$ cat config.mk
export PLATFORM = sky130hd
export DESIGN_NAME = issue_controller
export DESIGN_NICKNAME = d
export VERILOG_FILES = /design/src/rtl/gpu_isa_pkg.sv /design/src/rtl/control_unit.sv /design/src/rtl/issue_controller.sv
export SDC_FILE = /design/constraint.sdc
export NUM_CORES = 1
export LEC_CHECK = 0
export ABC_AREA = 1
export BUFFER_PORTS_ARGS = -buffer_cell sky130_fd_sc_hd__buf_2
export CORE_MARGIN = 2
export CORE_UTILIZATION = 25
export CTS_CLUSTER_SIZE = 10
export DETAILED_ROUTE_END_ITERATION = 7
export MAX_ROUTING_LAYER = met4
export PLACE_DENSITY = 0.52
export SYNTH_ARGS = -nofsm -noshare
export SYNTH_HDL_FRONTEND = slang
export SYNTH_SLANG_ARGS = --single-unit
$ cat constraint.sdc
create_clock -name clk -period 3.1 [get_ports clk]
set_input_delay 0.31 -clock clk [delete_from_list [all_inputs] [get_ports clk]]
set_output_delay 0.31 -clock clk [all_outputs]
set_load 0.05 [all_outputs]
$ cat src/rtl/gpu_isa_pkg.sv
// Shared ISA definitions for the vector issue path: opcodes, instruction
// field layout and the issue controller state encoding.
package gpu_isa_pkg;

  localparam logic [3:0] OP_VADD = 4'h0;
  localparam logic [3:0] OP_VSUB = 4'h1;
  localparam logic [3:0] OP_VMUL = 4'h2;
  localparam logic [3:0] OP_VFMA = 4'h3;
  localparam logic [3:0] OP_RELU = 4'h4;
  localparam logic [3:0] OP_LD   = 4'h5;
  localparam logic [3:0] OP_ST   = 4'h6;
  localparam logic [3:0] OP_HALT = 4'hF;

  localparam int OPC_LSB = 28;
  localparam int DT_LSB  = 24;
  localparam int RD_LSB  = 20;
  localparam int RS1_LSB = 16;
  localparam int RS2_LSB = 12;
  localparam int IMM_LSB = 0;

  typedef struct packed {
    logic [3:0]  opcode;
    logic [3:0]  dtype;
    logic [3:0]  rd;
    logic [3:0]  rs1;
    logic [3:0]  rs2;
    logic [11:0] imm;
  } instr_t;

  typedef enum logic [2:0] {
    S_IDLE,
    S_FETCH,
    S_DECODE,
    S_ISSUE,
    S_DRAIN,
    S_HALTED
  } state_t;

endpackage

$ cat src/rtl/control_unit.sv
// Instruction decoder: register fields plus write/halt/illegal classification.
module control_unit
  import gpu_isa_pkg::*;
(
  input  logic [31:0] instr,
  output logic [3:0]  rd,
  output logic [3:0]  rs1,
  output logic [3:0]  rs2,
  output logic        reg_write,
  output logic        is_halt,
  output logic        is_illegal
);

  instr_t f;
  logic   unused_fields;

  assign f          = instr;
  assign rd         = f.rd;
  assign rs1        = f.rs1;
  assign rs2        = f.rs2;
  assign reg_write  = (f.opcode <= OP_LD);
  assign is_halt    = (f.opcode == OP_HALT);
  assign is_illegal = !((f.opcode <= OP_ST) || is_halt);
  // dtype and imm travel with the instruction word but do not affect issue
  assign unused_fields = ^{f.dtype, f.imm};

endmodule

$ cat src/rtl/issue_controller.sv
// Single-issue in-order controller: fetch, decode, scoreboard hazard check,
// valid/ready issue to execute, and drain-to-halt.
module issue_controller
  import gpu_isa_pkg::*;
#(
  parameter int PC_W = 9,
  parameter int NREG = 16
) (
  input  logic            clk,
  input  logic            rst_n,
  input  logic            start,
  input  logic [PC_W-1:0] start_pc,
  output logic [PC_W-1:0] imem_addr,
  input  logic [31:0]     imem_rdata,
  output logic            issue_valid,
  input  logic            issue_ready,
  output logic [31:0]     issue_instr,
  output logic [PC_W-1:0] issue_pc,
  input  logic            wb_valid,
  input  logic [3:0]      wb_rd,
  output logic            busy,
  output logic            halted,
  output logic            err_illegal
);

  state_t          state;
  logic [PC_W-1:0] pc;
  logic [NREG-1:0] pending, wb_clr, iss_set, src_mask;
  logic [31:0]     dec_in;
  logic [3:0]      rd, rs1, rs2;
  logic            reg_write, is_halt, is_illegal;
  logic            hazard, fire;

  function automatic logic [NREG-1:0] reg_mask(logic [3:0] r);
    reg_mask = '0;
    for (int i = 0; i < NREG; i++)
      if (r == i[3:0]) reg_mask[i] = 1'b1;
  endfunction

  // One decoder serves both the fresh word in DECODE and the held word in ISSUE
  assign dec_in = (state == S_DECODE) ? imem_rdata : issue_instr;

  control_unit u_cu (
    .instr      (dec_in),
    .rd         (rd),
    .rs1        (rs1),
    .rs2        (rs2),
    .reg_write  (reg_write),
    .is_halt    (is_halt),
    .is_illegal (is_illegal)
  );

  // rd is always checked: WAW for writers, and a data source for ST
  assign src_mask    = reg_mask(rs1) | reg_mask(rs2) | reg_mask(rd);
  assign hazard      = |(pending & src_mask);
  assign issue_valid = (state == S_ISSUE) && !hazard;
  assign fire        = issue_valid && issue_ready;
  assign iss_set     = (fire && reg_write) ? reg_mask(rd) : '0;
  assign wb_clr      = wb_valid ? reg_mask(wb_rd) : '0;

  assign imem_addr = pc;
  assign busy      = (state != S_IDLE) && (state != S_HALTED);
  assign halted    = (state == S_HALTED);

  always_ff @(posedge clk or negedge rst_n) begin
    if (!rst_n)
      pending <= '0;
    else if (state == S_IDLE && start)
      pending <= '0;
    else
      pending <= (pending & ~wb_clr) | iss_set;
  end

  always_ff @(posedge clk or negedge rst_n) begin
    if (!rst_n) begin
      state       <= S_IDLE;
      pc          <= '0;
      issue_instr <= '0;
      issue_pc    <= '0;
      err_illegal <= 1'b0;
    end else begin
      case (state)
        S_IDLE: if (start) begin
          pc          <= start_pc;
          err_illegal <= 1'b0;
          state       <= S_FETCH;
        end
        S_FETCH: state <= S_DECODE;
        S_DECODE: begin
          issue_instr <= imem_rdata;
          issue_pc    <= pc;
          if (is_halt)
            state <= S_DRAIN;
          else if (is_illegal) begin
            err_illegal <= 1'b1;
            pc          <= pc + 1'b1;
            state       <= S_FETCH;
          end else
            state <= S_ISSUE;
        end
        S_ISSUE: if (fire) begin
          pc    <= pc + 1'b1;
          state <= S_FETCH;
        end
        S_DRAIN:  if (pending == '0) state <= S_HALTED;
        S_HALTED: state <= S_HALTED;
        default:  state <= S_IDLE;
      endcase
    end
  end

endmodule

After elaboration in Yosys (flattened, before gate mapping)
Cells that the tools add are included.
{"block": "word_totals", "ff_bits": 70, "inputBits": 50, "out_inout_bits": 54, "elab_cells": 191}
{"block": "op_classes", "addsub": 1, "magnitude_cmp": 2, "eq_ne": 72, "mux": 83, "bitwise_logic": 6, "n_reduce_logical": 20}
{"op": "4-bit equality test (second input constant)", "count": 33}
{"op": "1-bit 2-to-1 mux", "count": 67}
{"op": "4-bit by 3-bit equality test with 1-bit output (second input constant)", "count": 16}
{"op": "16-bit 2-to-1 mux", "count": 3}
{"op": "16-bit OR", "count": 3}
{"op": "9-bit 2-to-1 mux", "count": 4}
{"op": "16-bit AND", "count": 2}
{"op": "4-bit by 2-bit equality test with 1-bit output (second input constant)", "count": 8}
{"op": "32-bit 2-to-1 mux", "count": 1}
{"op": "9-bit case mux with 3 select lines", "count": 1}
{"op": "3-bit case mux with 6 select lines", "count": 1}
{"op": "4-bit by 1-bit equality test with 1-bit output (second input constant)", "count": 4}
{"op": "16-bit zero test", "count": 1}
{"op": "4-bit zero test", "count": 4}
{"op": "16-bit inverter", "count": 1}
{"op": "16-bit OR reduction", "count": 1}
{"op": "3-bit 2-to-1 mux", "count": 4}
{"op": "2-bit inequality test (second input constant)", "count": 5}
{"op": "9-bit by 1-bit adder with 9-bit output (second input constant)", "count": 1}
{"op": "4-bit by 3-bit less-or-equal comparator with 1-bit output (second input constant)", "count": 2}
{"op": "3-bit by 2-bit equality test with 1-bit output (second input constant)", "count": 2}
{"op": "3-bit equality test (second input constant)", "count": 2}
{"op": "3-bit nonzero test", "count": 2}
{"op": "1-bit logical AND", "count": 5}
{"op": "other kinds (11)", "count": 11}

Depth between registers and ports, before layout
Gate-level depths: netlist (run 1).
{"block": "logic_depth", "ltp_word": 15, "ltp_mapped": 19, "depth_no_buf": 18}

Modules after synthesis
A second synthesis (run 1) with hierarchy kept.
{"block": "hier_totals", "cells_unflattened": 573, "hier_area_um2": 3983.8}
{"module": "issue_controller", "instances": 1, "cells_each": 549, "area_per_inst_um2": 3846.2, "seq_area_each_um2": 1751.7}
{"module": "control_unit", "instances": 1, "cells_each": 24, "area_per_inst_um2": 137.6, "seq_area_each_um2": 0.0}

Worst setup path after synthesis (run 1)
Ideal clock, no wire load.
{"block": "synth_path", "path_type": "register to output", "from": "register state[0]", "to": "output port busy", "arrival_time_ns": 1.923, "required_time_ns": 2.790, "setup_slack_ns": 0.867, "stages_incl_launch_ff": 7, "path_cell_list": "dfrtp_1 inv_2 buf_2 nor2_1 inv_1 nor2_1 nor2_1"}
{"block": "synth_via", "elab_chain_cells": 2, "elab_cells_between_ends": 3, "classes_between": "eq/ne: 1; reduce/logical: 2"}
{"item": "start: declaration", "line": "issue_controller.sv:26", "source": "state_t state;"}
{"item": "start signal: assignment", "line": "issue_controller.sv:76", "source": "state <= S_IDLE;"}
{"item": "start signal: assignment", "line": "issue_controller.sv:86", "source": "state <= S_FETCH;"}
{"item": "start signal: assignment", "line": "issue_controller.sv:88", "source": "S_FETCH: state <= S_DECODE;"}
{"item": "3-bit inequality test / 3-bit nonzero test (equally long branches)", "line": "issue_controller.sv:62", "source": "assign busy = (state != S_IDLE) && (state != S_HALTED);"}
{"item": "1-bit logical AND *", "line": "issue_controller.sv:62"}
{"item": "end: declaration", "line": "issue_controller.sv:21", "source": "output logic busy,"}
Mark *: on every way between the ends. The rest lies on a longest branch, timed or not.

Final worst setup path (run 1)
{"block": "layout_path", "from": "register state[2]", "to": "output port issue_valid"}
{"block": "layout_via", "elab_chain_cells": 10, "elab_cells_between_ends": 105, "classes_between": "eq/ne: 47; mux: 49; bitwise: 3; reduce/logical: 6"}
{"item": "3-bit by 2-bit equality test with 1-bit output", "line": "issue_controller.sv:41", "source": "assign dec_in = (state == S_DECODE) ? imem_rdata : issue_instr;"}
{"item": "32-bit 2-to-1 mux"}
{"item": "4-bit by 1-bit equality test with 1-bit output, or another cell as far along", "line": "issue_controller.sv:37", "source": "if (r == i[3:0]) reg_mask[i] = 1'b1;"}
{"item": "1-bit 2-to-1 mux", "line": "issue_controller.sv:37"}
{"item": "16-bit OR (2 in a row)", "line": "issue_controller.sv:54", "source": "assign src_mask = reg_mask(rs1) | reg_mask(rs2) | reg_mask(rd);"}
{"item": "16-bit AND", "line": "issue_controller.sv:55", "source": "assign hazard = |(pending & src_mask);"}
{"item": "16-bit OR reduction", "line": "issue_controller.sv:55"}
{"item": "1-bit zero test", "line": "issue_controller.sv:56", "source": "assign issue_valid = (state == S_ISSUE) && !hazard;"}
{"item": "1-bit logical AND *", "line": "issue_controller.sv:56"}
{"item": "end: declaration", "line": "issue_controller.sv:15", "source": "output logic issue_valid,"}
Marked as above.

==> out/results.tsv, run 1 <==
metric	value	unit
outcome	finished clean	
r2r_slack	0.30	ns
final_nets	749	
drt_first_pass_iters	7	
syn_nets	643	
antenna_found_initial	0	
grt-ovfl-total	0	
multiInputGateArea	0.00197	mm²
synth_top_family_by_area	simple AND/OR/NAND/NOR gates	
synthFlopType	dfrtp_1	
cp_max_fo	36	
rows	46	
synth_xor_xnor_area_share	0.860	%
place.gp.congestion	0.919	
synthDistinctLibCells	31	
seq_area_frac_synth	43.0	%
rr_startpoint	state[2]	
io_pins	104	
clkTransAtPathRegs	0.06	ns
die_height	132	µm
clk_latency	0.35	ns
cts_tree	yes	
synth-seq-cells	70	
dp_hpwl	9300	µm
path_class	reg2out	
io_buffers	103	
yosysTopAreaCell	dfrtp_1	
n_antenna_cell	0	
finalWirelength	12500	µm
synth_simple_gate_area_share	38.1	%
nFillCells	1773	
netlist_area	0.00407	mm²
setup_viol	0	
grt_pass1_vias	4021	
worstSetupStartpoint	state[2]	
netlist_top_cells_count	nand2_1 (238), dfrtp_1 (70), inv_1 (63), nor2_1 (51), nand3_1 (40)	
vias	4112	
cts.sinks	70	
fin_worst_skew	0.00519	ns
crit_end	issue_valid	
synth-edff-count	0	
area_growth_syn_to_layout	26.5	%
register_area	0.00175	mm²
drtIter0Drc	360	
required	2.79	ns
synth.most_common_cell	nand2_1	
grt_first_pass_wirelength	20600	µm
synthTopCellsByArea	dfrtp_1 (43%), nand2_1 (22%), inv_1 (5.8%), nand3_1 (4.9%), nor2_1 (4.7%)	
ant_nets	0	
synth_fa_ha_area_share	0.307	%
drc	0	
report.final.slew_viol_count	0	
arrival	2.60	ns
ctsHoldBuffers	0	
synthCells	592	
finalCritPeriodShare	93.8	%
reg2regPathDepth	9	
cts-htree-levels	3	
grt_setup_unrepaired	false	
drive_above_1_share	20.5	%
cts_root_buf	clkbuf_16	
cp-start-kind	flop	
fin_setup_tns	0	ns
min_period	2.91	ns
die_w	132	µm
die_area	0.0173	mm²
cts_made_buffers	9	
maxCapViolCount	0	
hold_class	in2async	
postSynthAreaPerCell	6.88	µm²
grt_start_max_net_pins	71	
slew-limit-headroom	29.0	%
hold_viol	0	
synthMuxAreaShare	0	%
worstMarginPinSlew	1.06	ns
crit_path_end_kind	output port	
postLayoutCoreUtil	32.5	%
wl_per_cell	13.6	µm
r2r_end	pending[0]	
synth_top_area_share	43.0	%
max_freq	344	MHz
initial_core_util	25.6	%
synth_compound_area_share	8.88	%
track_usage	15.2	%
core	0.0159	mm²
yosys_warnings	0	
max-clock-path-buffers	2	
synthArstFlopShare	100	%
routed_via_density	4.47	
[layout by cell type (no fill, tap or decap), types with 3 or more instances in the layout]
master	count
o21ai_0	34
a21oi_1	17
nor4_1	4
dfrtp_1	70
clkbuf_16	9
nand4_1	20
buf_4	11
nor2_4	3
nor2_1	51
inv_1	63
xor2_1	3
nand3_1	40
nor3_1	3
nand2_1	238
o21ai_1	6
buf_2	101
a31oi_1	3
[worst max-delay path, stage by stage (launching register included)]
cell     delay [ns]
dfrtp_1        0.44
inv_4          0.14
nand3_2        0.11
buf_8          0.20
o21ai_1        0.20
nor2_1         0.12
nand2_1        0.14
nand3_1        0.11
nand2_1        0.10
nand2_1        0.06
nor2_1         0.11
nand3_1        0.13
nor2_4         0.14
buf_4          0.22
[per-layer routing]
layer | global-route usage [%] | wire, µm
met1 | 20.2 | 5980
met2 | 23.1 | 5690
met3 | 2.55 | 667
met4 | 6.28 | 182
met5 | - | 0
[logic make-up after synthesis]
group	count (synthesis)
buffers and inverters	85
and+or+nand+nor	367
DFF	70
AOI/OAI and AO/OA	65
adders and majority gates	1
xor gates and xnor gates	4
[stage by stage]
stage	std cells	worst slack, ns	hold slack, ns	cell area (µm²)
2_1_floorplan	592	0.867	0.0144	4070
3_3_place_gp	901	0.333	0.458	4820
3_5_place_dp	901	0.339	0.460	4820
4_1_cts	918	0.0549	0.135	5130
5_1_grt	919	0.0165	0.151	5150
6_report	919	0.192	0.110	5150
[final cells by class]
type                    instances  share of cell area (%)
clock buffers                   9                    4.37
clock inverters                 7                    1.24
repair buffers                114                    12.1
inverters                      66                    4.85
well taps                     216                    5.24
flip-flops and latches         70                    34.0
multi-input cells             437                    38.2
[state kept, by name, indices dropped and copies added (netlist names)]
register,cells
err_illegal,1
imem_addr,9
issue_instr,32
issue_pc,9
pending,16
state,3
[worst min-delay path by stage]
| stage | startpoint | to | slack, ns |
|---|---|---|---|
| floorplan | rst_n | err_illegal | 0.01 |
| global placement | issue_instr[10] | issue_instr[10] | 0.46 |
| detailed placement | issue_instr[7] | issue_instr[7] | 0.46 |
| CTS | imem_rdata[8] | issue_instr[8] | 0.13 |
| global route | imem_rdata[6] | issue_instr[6] | 0.15 |
| finish | rst_n | issue_instr[20] | 0.11 |
[repair_timing]
action                                  CTS  global route
endpoints found under the setup margin    1             1
pin swaps                                 1             1
gates cloned                              0             0
resized for setup                         0             6
buffers inserted                          1             1
Power of run 1 is not shown: default switching activity piles up to over one toggle a cycle in this logic, so the estimate is an artifact.
==> inputs of run 2 (changes only) <==
ABC_AREA = not set   (was 1)
PLACE_DENSITY = 0.51   (was 0.52)
==> out/results.tsv, run 2 <==
metric	value	unit	change
outcome	finished clean		
swShare	25.4	%	
cts_made_buffers	9		unchanged
synth_top_area_share	36.7	%	-6.3 points
netlist_top_cells_count	nand2_1 (136), dfrtp_1 (70), clkbuf_1 (43), nor2_1 (31), nor4bb_1 (25)		
vdd_drop_max	0.268	mV	
dp_hpwl	12400	µm	+34%
synth-edff-count	0		unchanged
place.gp.congestion	0.907		-1.3%
grt_first_pass_wirelength	26400	µm	+28%
fin_worst_skew	0.00683	ns	+0.00164 ns
route.met3.wl	963	µm	+44%
fin_setup_tns	0	ns	unchanged
grt-ovfl-total	0		unchanged
drc	0		unchanged
finalCritPeriodShare	95.6	%	+1.8 points
cp-start-kind	flop		
synthFlopType	dfrtp_1		
drt_first_pass_iters	6		-1
max_freq	337	MHz	-1.9%
cts_root_buf	clkbuf_16		
crit_path_top_delay_cell	dfrtp_1		
initial_core_util	25.5	%	-0.15 points
hold_class	in2async		
core	0.0187	mm²	+18%
final_cell_mix	nand2_1 (136), buf_2 (101), dfrtp_1 (70), nor2_1 (31), buf_4 (28)		
synthCells	573		-3.2%
io_buffers	103		unchanged
drive_above_1_share	25.6	%	+5.1 points
vias	4853		+18%
path_class	reg2out		
maxCapViolCount	0		unchanged
power.density	370	mW/mm²	
hold_slack	0.0973	ns	-0.0125 ns
die_height	142	µm	+8.0%
setup_slack	0.137	ns	-0.0553 ns
antenna_found_initial	0		unchanged
netlist_area	0.00477	mm²	+17%
postSynthAreaPerCell	8.32	µm²	+21%
yosys_warnings	0		unchanged
synthTopCellsByArea	dfrtp_1 (37%), nand2_1 (11%), nor4bb_1 (5.2%), nand4b_1 (3.5%), clkbuf_1 (3.4%)		
io_pins	104		unchanged
cts.sinks	70		unchanged
crit_path_end_kind	output port		
hold_viol	0		unchanged
p_clk_share	50.3	%	
seq_area_frac_synth	36.7	%	-6.3 points
setup_viol	0		unchanged
ant_nets	0		unchanged
final_nets	711		-5.1%
met1_length	7900	µm	+32%
grt_pass1_vias	4481		+11%
grt_setup_unrepaired	false		
p_leak	2.53	nW	
pre_cts_ws	0.177	ns	-0.162 ns
report.final.slew_viol_count	0		unchanged
synthDistinctLibCells	64		+110%
placed_area	0.00555	mm²	+15%
internal-power	1.62	mW	
largest_reg_flops	32		unchanged
cpPeakStageDelay	0.62	ns	+0.18 ns
max-clock-path-buffers	2		unchanged
synth.most_common_cell	nand2_1		
clk_latency	0.35	ns	about the same
final_common_cell	nand2_1		
top_layer_used	met4		
p_seq_share	42.2	%	
cts-htree-levels	3		unchanged
p_sw	0.552	mW	
postLayoutCoreUtil	31.4	%	-1.1 points
nFillCells	1983		+12%
drtIter0Drc	458		+27%
n_antenna_cell	0		unchanged
required	2.79	ns	about the same
cp_max_fo	15		-58%
track_usage	17.3	%	+2.1 points
routed_via_density	5.40		+21%
yosysTopAreaCell	dfrtp_1		
crit_chain	inv_1 -> a31oi_1 -> a31oi_1 -> a2111oi_4 -> nand4_1 -> inv_1 -> clkbuf_4		
syn_nets	624		-3.0%
grt_start_max_net_pins	71		unchanged
arrival	2.65	ns	+0.05 ns
min_period	2.96	ns	+0.0553 ns
synth-seq-cells	70		unchanged
area_growth_syn_to_layout	23.1	%	
wl_per_cell	18.7	µm	+37%
die_w	142	µm	+8.0%
slew-limit-headroom	37.7	%	+8.7 points
regMostFlops	issue_instr		
clkTransAtPathRegs	0.06	ns	about the same
finalWirelength	16800	µm	+34%
wl_met2	7450	µm	+31%
rows	50		+8.7%
worstMarginPinSlew	0.935	ns	-0.127 ns
fin_area	0.00587	mm²	+14%
die_area	0.0202	mm²	+17%
reg.largest.list	issue_instr: 32 flops, pending: 16 flops		
synthArstFlopShare	100	%	unchanged
ctsHoldBuffers	0		unchanged
cts_tree	yes		
comb_power_share	7.5	%	
run 2: routing by layer:
layer,vias up,global-route usage (%)
li1,2316,-
met1,2323,24.7
met2,178,24.6
met3,36,2.73
met4,0,6.32
met5,-,-
run 2: power by group through the flow:
stage	Combinational, mW	Clock (mW)	Sequential, mW
finish	0.163	1.09	0.918
global route	0.181	1.14	0.918
CTS	0.163	1.10	0.918
detailed placement	0.162	0	0.935
global placement	0.164	0	0.935
floorplan	0.0738	0	0.940
run 2: layout make-up:
class,count,area (µm²),area share (%)
multi-input combinational,442,2770,47.2
sequential,70,1750,29.8
timing repair buffer,130,723,12.3
tap,234,293,4.99
clock buffer,10,239,4.07
clock inverter,6,68.8,1.17
inverter,7,26.3,0.447
run 2: kinds of logic (layout without fill, tap and decap cells):
family,count (synthesis),in the layout,share of synthesized area (%)
AND/OR/NAND/NOR,316,316,37.4
AO/OA/AOI/OAI,117,117,18.5
flip-flops,70,70,36.7
buffers and inverters,61,153,5.38
multiplexers,7,7,1.50
adder cells (fa/ha/maj),1,1,0.262
XOR/XNOR,1,1,0.184
run 2: final timing paths:
path,end,slack (ns),start,cells past startpoint
max in group asynchronous,issue_instr[22],2.39,rst_n,1
min reg2reg,issue_instr[6],0.47,issue_instr[6],2
max,issue_valid,0.14,issue_instr[17],7
max reg2reg,pending[9],0.25,issue_instr[17],8
min in group clk,issue_instr[24],0.15,imem_rdata[24],3
min,imem_addr[5],0.1,rst_n,1
run 2: what timing repair did:
item / in CTS / in global routing
endpoints found under the setup margin: 0 / 3
gates resized for setup: 0 / 2
setup buffers: 0 / 1
run 2: critical path, delay by kind of cell (launching register included):
kind | cells | cell delay (ns)
and+or+nand+nor | 1 | 0.19
AOI/OAI and AO/OA | 3 | 0.98
buffers and inverters | 3 | 0.50
DFF | 1 | 0.62
run 2: stage by stage:
| step | total power [mW] | std cells |
|---|---|---|
| after global routing | 2.24 | 899 |
| final | 2.17 | 899 |
| after detailed placement | 1.10 | 882 |
| after floorplan | 1.01 | 573 |
| after global placement | 1.10 | 882 |
| after CTS | 2.18 | 898 |
(Power assumes the default switching activity.)
==> inputs of run 3 (changes only) <==
CORE_ASPECT_RATIO = 0.9   (was not set)
==> out/results.tsv, run 3 (synthesis gave the netlist of run 2 again) <==
metric	value	unit	change
outcome	finished clean		
arrival	2.67	ns	+0.02 ns
p_leak	2.53	nW	about the same
grt_setup_unrepaired	false		
r2r_slack	0.22	ns	-0.03 ns
drc	0		unchanged
report.final.slew_viol_count	0		unchanged
io_pins	104		unchanged
regMostFlops	issue_instr		
placed_area	0.00562	mm²	+1.2%
crit_family	compound AO/OA/AOI/OAI gates		
drt_first_pass_iters	4		-2
reg2regPathDepth	9		+1
cts.sinks	70		unchanged
design_power_total	1.99	mW	-8.6%
wl_per_cell	19.3	µm	+3.2%
r2r_end	pending[0]		
crit_path_end_kind	output port		
clk_latency	0.33	ns	-0.02 ns
cp-start-kind	flop		
vdd_drop_max	0.246	mV	-8.4%
final_nets	715		+0.56%
required	2.79	ns	about the same
path_class	reg2out		
die_height	135	µm	-5.0%
fin_cells	911		+1.3%
grt_first_pass_wirelength	27400	µm	+3.8%
routed_via_density	5.33		-1.2%
cts_made_buffers	9		unchanged
die_area	0.0202	mm²	about the same
drive_above_1_share	25.5	%	-0.038 points
maxCapViolCount	0		unchanged
fin_setup_tns	0	ns	unchanged
dp_hpwl	13000	µm	+4.5%
rows	47		-6.0%
io_buffers	103		unchanged
area_growth_syn_to_layout	23.2	%	about the same
drtIter0Drc	557		+22%
cp_max_fo	35		+20
place.gp.congestion	0.949		+4.7%
track_usage	18.2	%	+0.86 points
reg.largest.list	issue_instr: 32 flops, pending: 16 flops		
cp_num_buf_inv	3		unchanged
grt_pass1_vias	4637		+3.5%
initial_core_util	25.7	%	+0.25 points
clkTransAtPathRegs	0.06	ns	about the same
fin_worst_skew	0.00817	ns	+0.00134 ns
antenna_found_initial	0		unchanged
slew-limit-headroom	39.0	%	+1.3 points
cts_root_buf	clkbuf_16		
cpPeakStageDelay	0.49	ns	-0.13 ns
final_common_cell	nand2_1		
ant_nets	0		unchanged
largest_reg_flops	32		unchanged
die_w	150	µm	+5.3%
worstMarginPinSlew	0.915	ns	-0.0202 ns
finalWirelength	17600	µm	+4.6%
cts-htree-levels	3		unchanged
dpl.cell_count	897		+1.7%
min_period	2.98	ns	+0.0178 ns
n_antenna_cell	0		unchanged
cts_tree	yes		
grt-ovfl-total	0		unchanged
hold_viol	0		unchanged
hold_slack	0.107	ns	+0.0101 ns
final_cell_mix	nand2_1 (136), buf_2 (101), dfrtp_1 (70), nor2_1 (31), buf_4 (31)		
vias	4858		+0.10%
setup_viol	0		unchanged
power.density	338	mW/mm²	-8.6%
core	0.0185	mm²	-0.97%
grt_start_max_net_pins	71		unchanged
rr_startpoint	state[2]		
crit_chain	or3b_4 -> buf_12 -> o41ai_2 -> o22ai_1 -> a221oi_2 -> nand4_1 -> inv_1 -> buf_4		
max-clock-path-buffers	2		unchanged
hold_class	in2async		
fin_area	0.00588	mm²	about the same
finalCritPeriodShare	96.2	%	+0.57 points
max_freq	335	MHz	-0.60%
crit_path_top_delay_cell	or3b_4		
run 3: changes by cell type in the layout (fill, tap and decap cells not counted), moves of 2 or more:
cell,change
buf_12,+2
buf_4,+3
clkinv_2,+2
inv_6,-2
run 3: layout make-up:
type / instances / area [µm²]
fillers: 1996 / 12600
multi-input cells: 442 / 2770
flip-flops and latches: 70 / 1750
repair buffers: 134 / 778
well taps: 245 / 307
clock buffers: 10 / 229
inverters: 7 / 26.3
clock inverters: 3 / 15.0
run 3: worst max path at each step:
stage                               start  slack, ns          end  cells past startpoint
after global routing             state[2]      0.006  issue_valid                      8
after global placement           state[0]       0.10   pending[8]                      8
after detailed placement         state[0]      0.005   pending[8]                      9
after CTS                        state[0]       0.02  issue_valid                      8
final                            state[2]       0.12  issue_valid                      8
after floorplan           issue_instr[22]       0.11   pending[2]                     10
run 3: worst reg2reg max path, cell delays in order, from the launching register on:
cell and delay, ns:
dfrtp_1 0.41, or3b_4 0.49, buf_12 0.21, o41ai_2 0.35, o22ai_1 0.12, a221oi_2 0.29
nand4_2 0.13, or4_1 0.42, buf_4 0.22, o21ai_0 0.18
run 3: stage by stage:
step / util [%] / setup slack [ns]
2_1_floorplan: - / 0.111
3_3_place_gp: 30.3 / 0.103
3_5_place_dp: 30.3 / 0.00452
4_1_cts: 31.7 / 0.0155
5_1_grt: 31.7 / 0.00598
6_report: 31.7 / 0.119
run 3: what timing repair did:
item / 4_1_cts / 5_1_grt
buffers inserted: 0 / 1
resized for setup: 1 / 2
cloned: 0 / 0
endpoints found under the setup margin: 1 / 1
hold buffers: 0 / 0
pin swaps: 0 / 2
run 3: power breakdown:
| group | internal, mW | leakage, nW | switching [mW] |
|---|---|---|---|
| combinational | 0.0600 | 1.64 | 0.111 |
| clock | 0.523 | 0.124 | 0.375 |
| sequential | 0.916 | 0.767 | 0.00303 |
| total | 1.50 | 2.53 | 0.489 |
run 3: per-layer routing:
metal  vias up  share of wire, %  GRT usage (%)
li1       2325                 -              -
met1      2350                50           27.7
met2       166                42           24.1
met3        17               6.4           3.75
met4         0               1.5           4.34
met5         -                 0              -
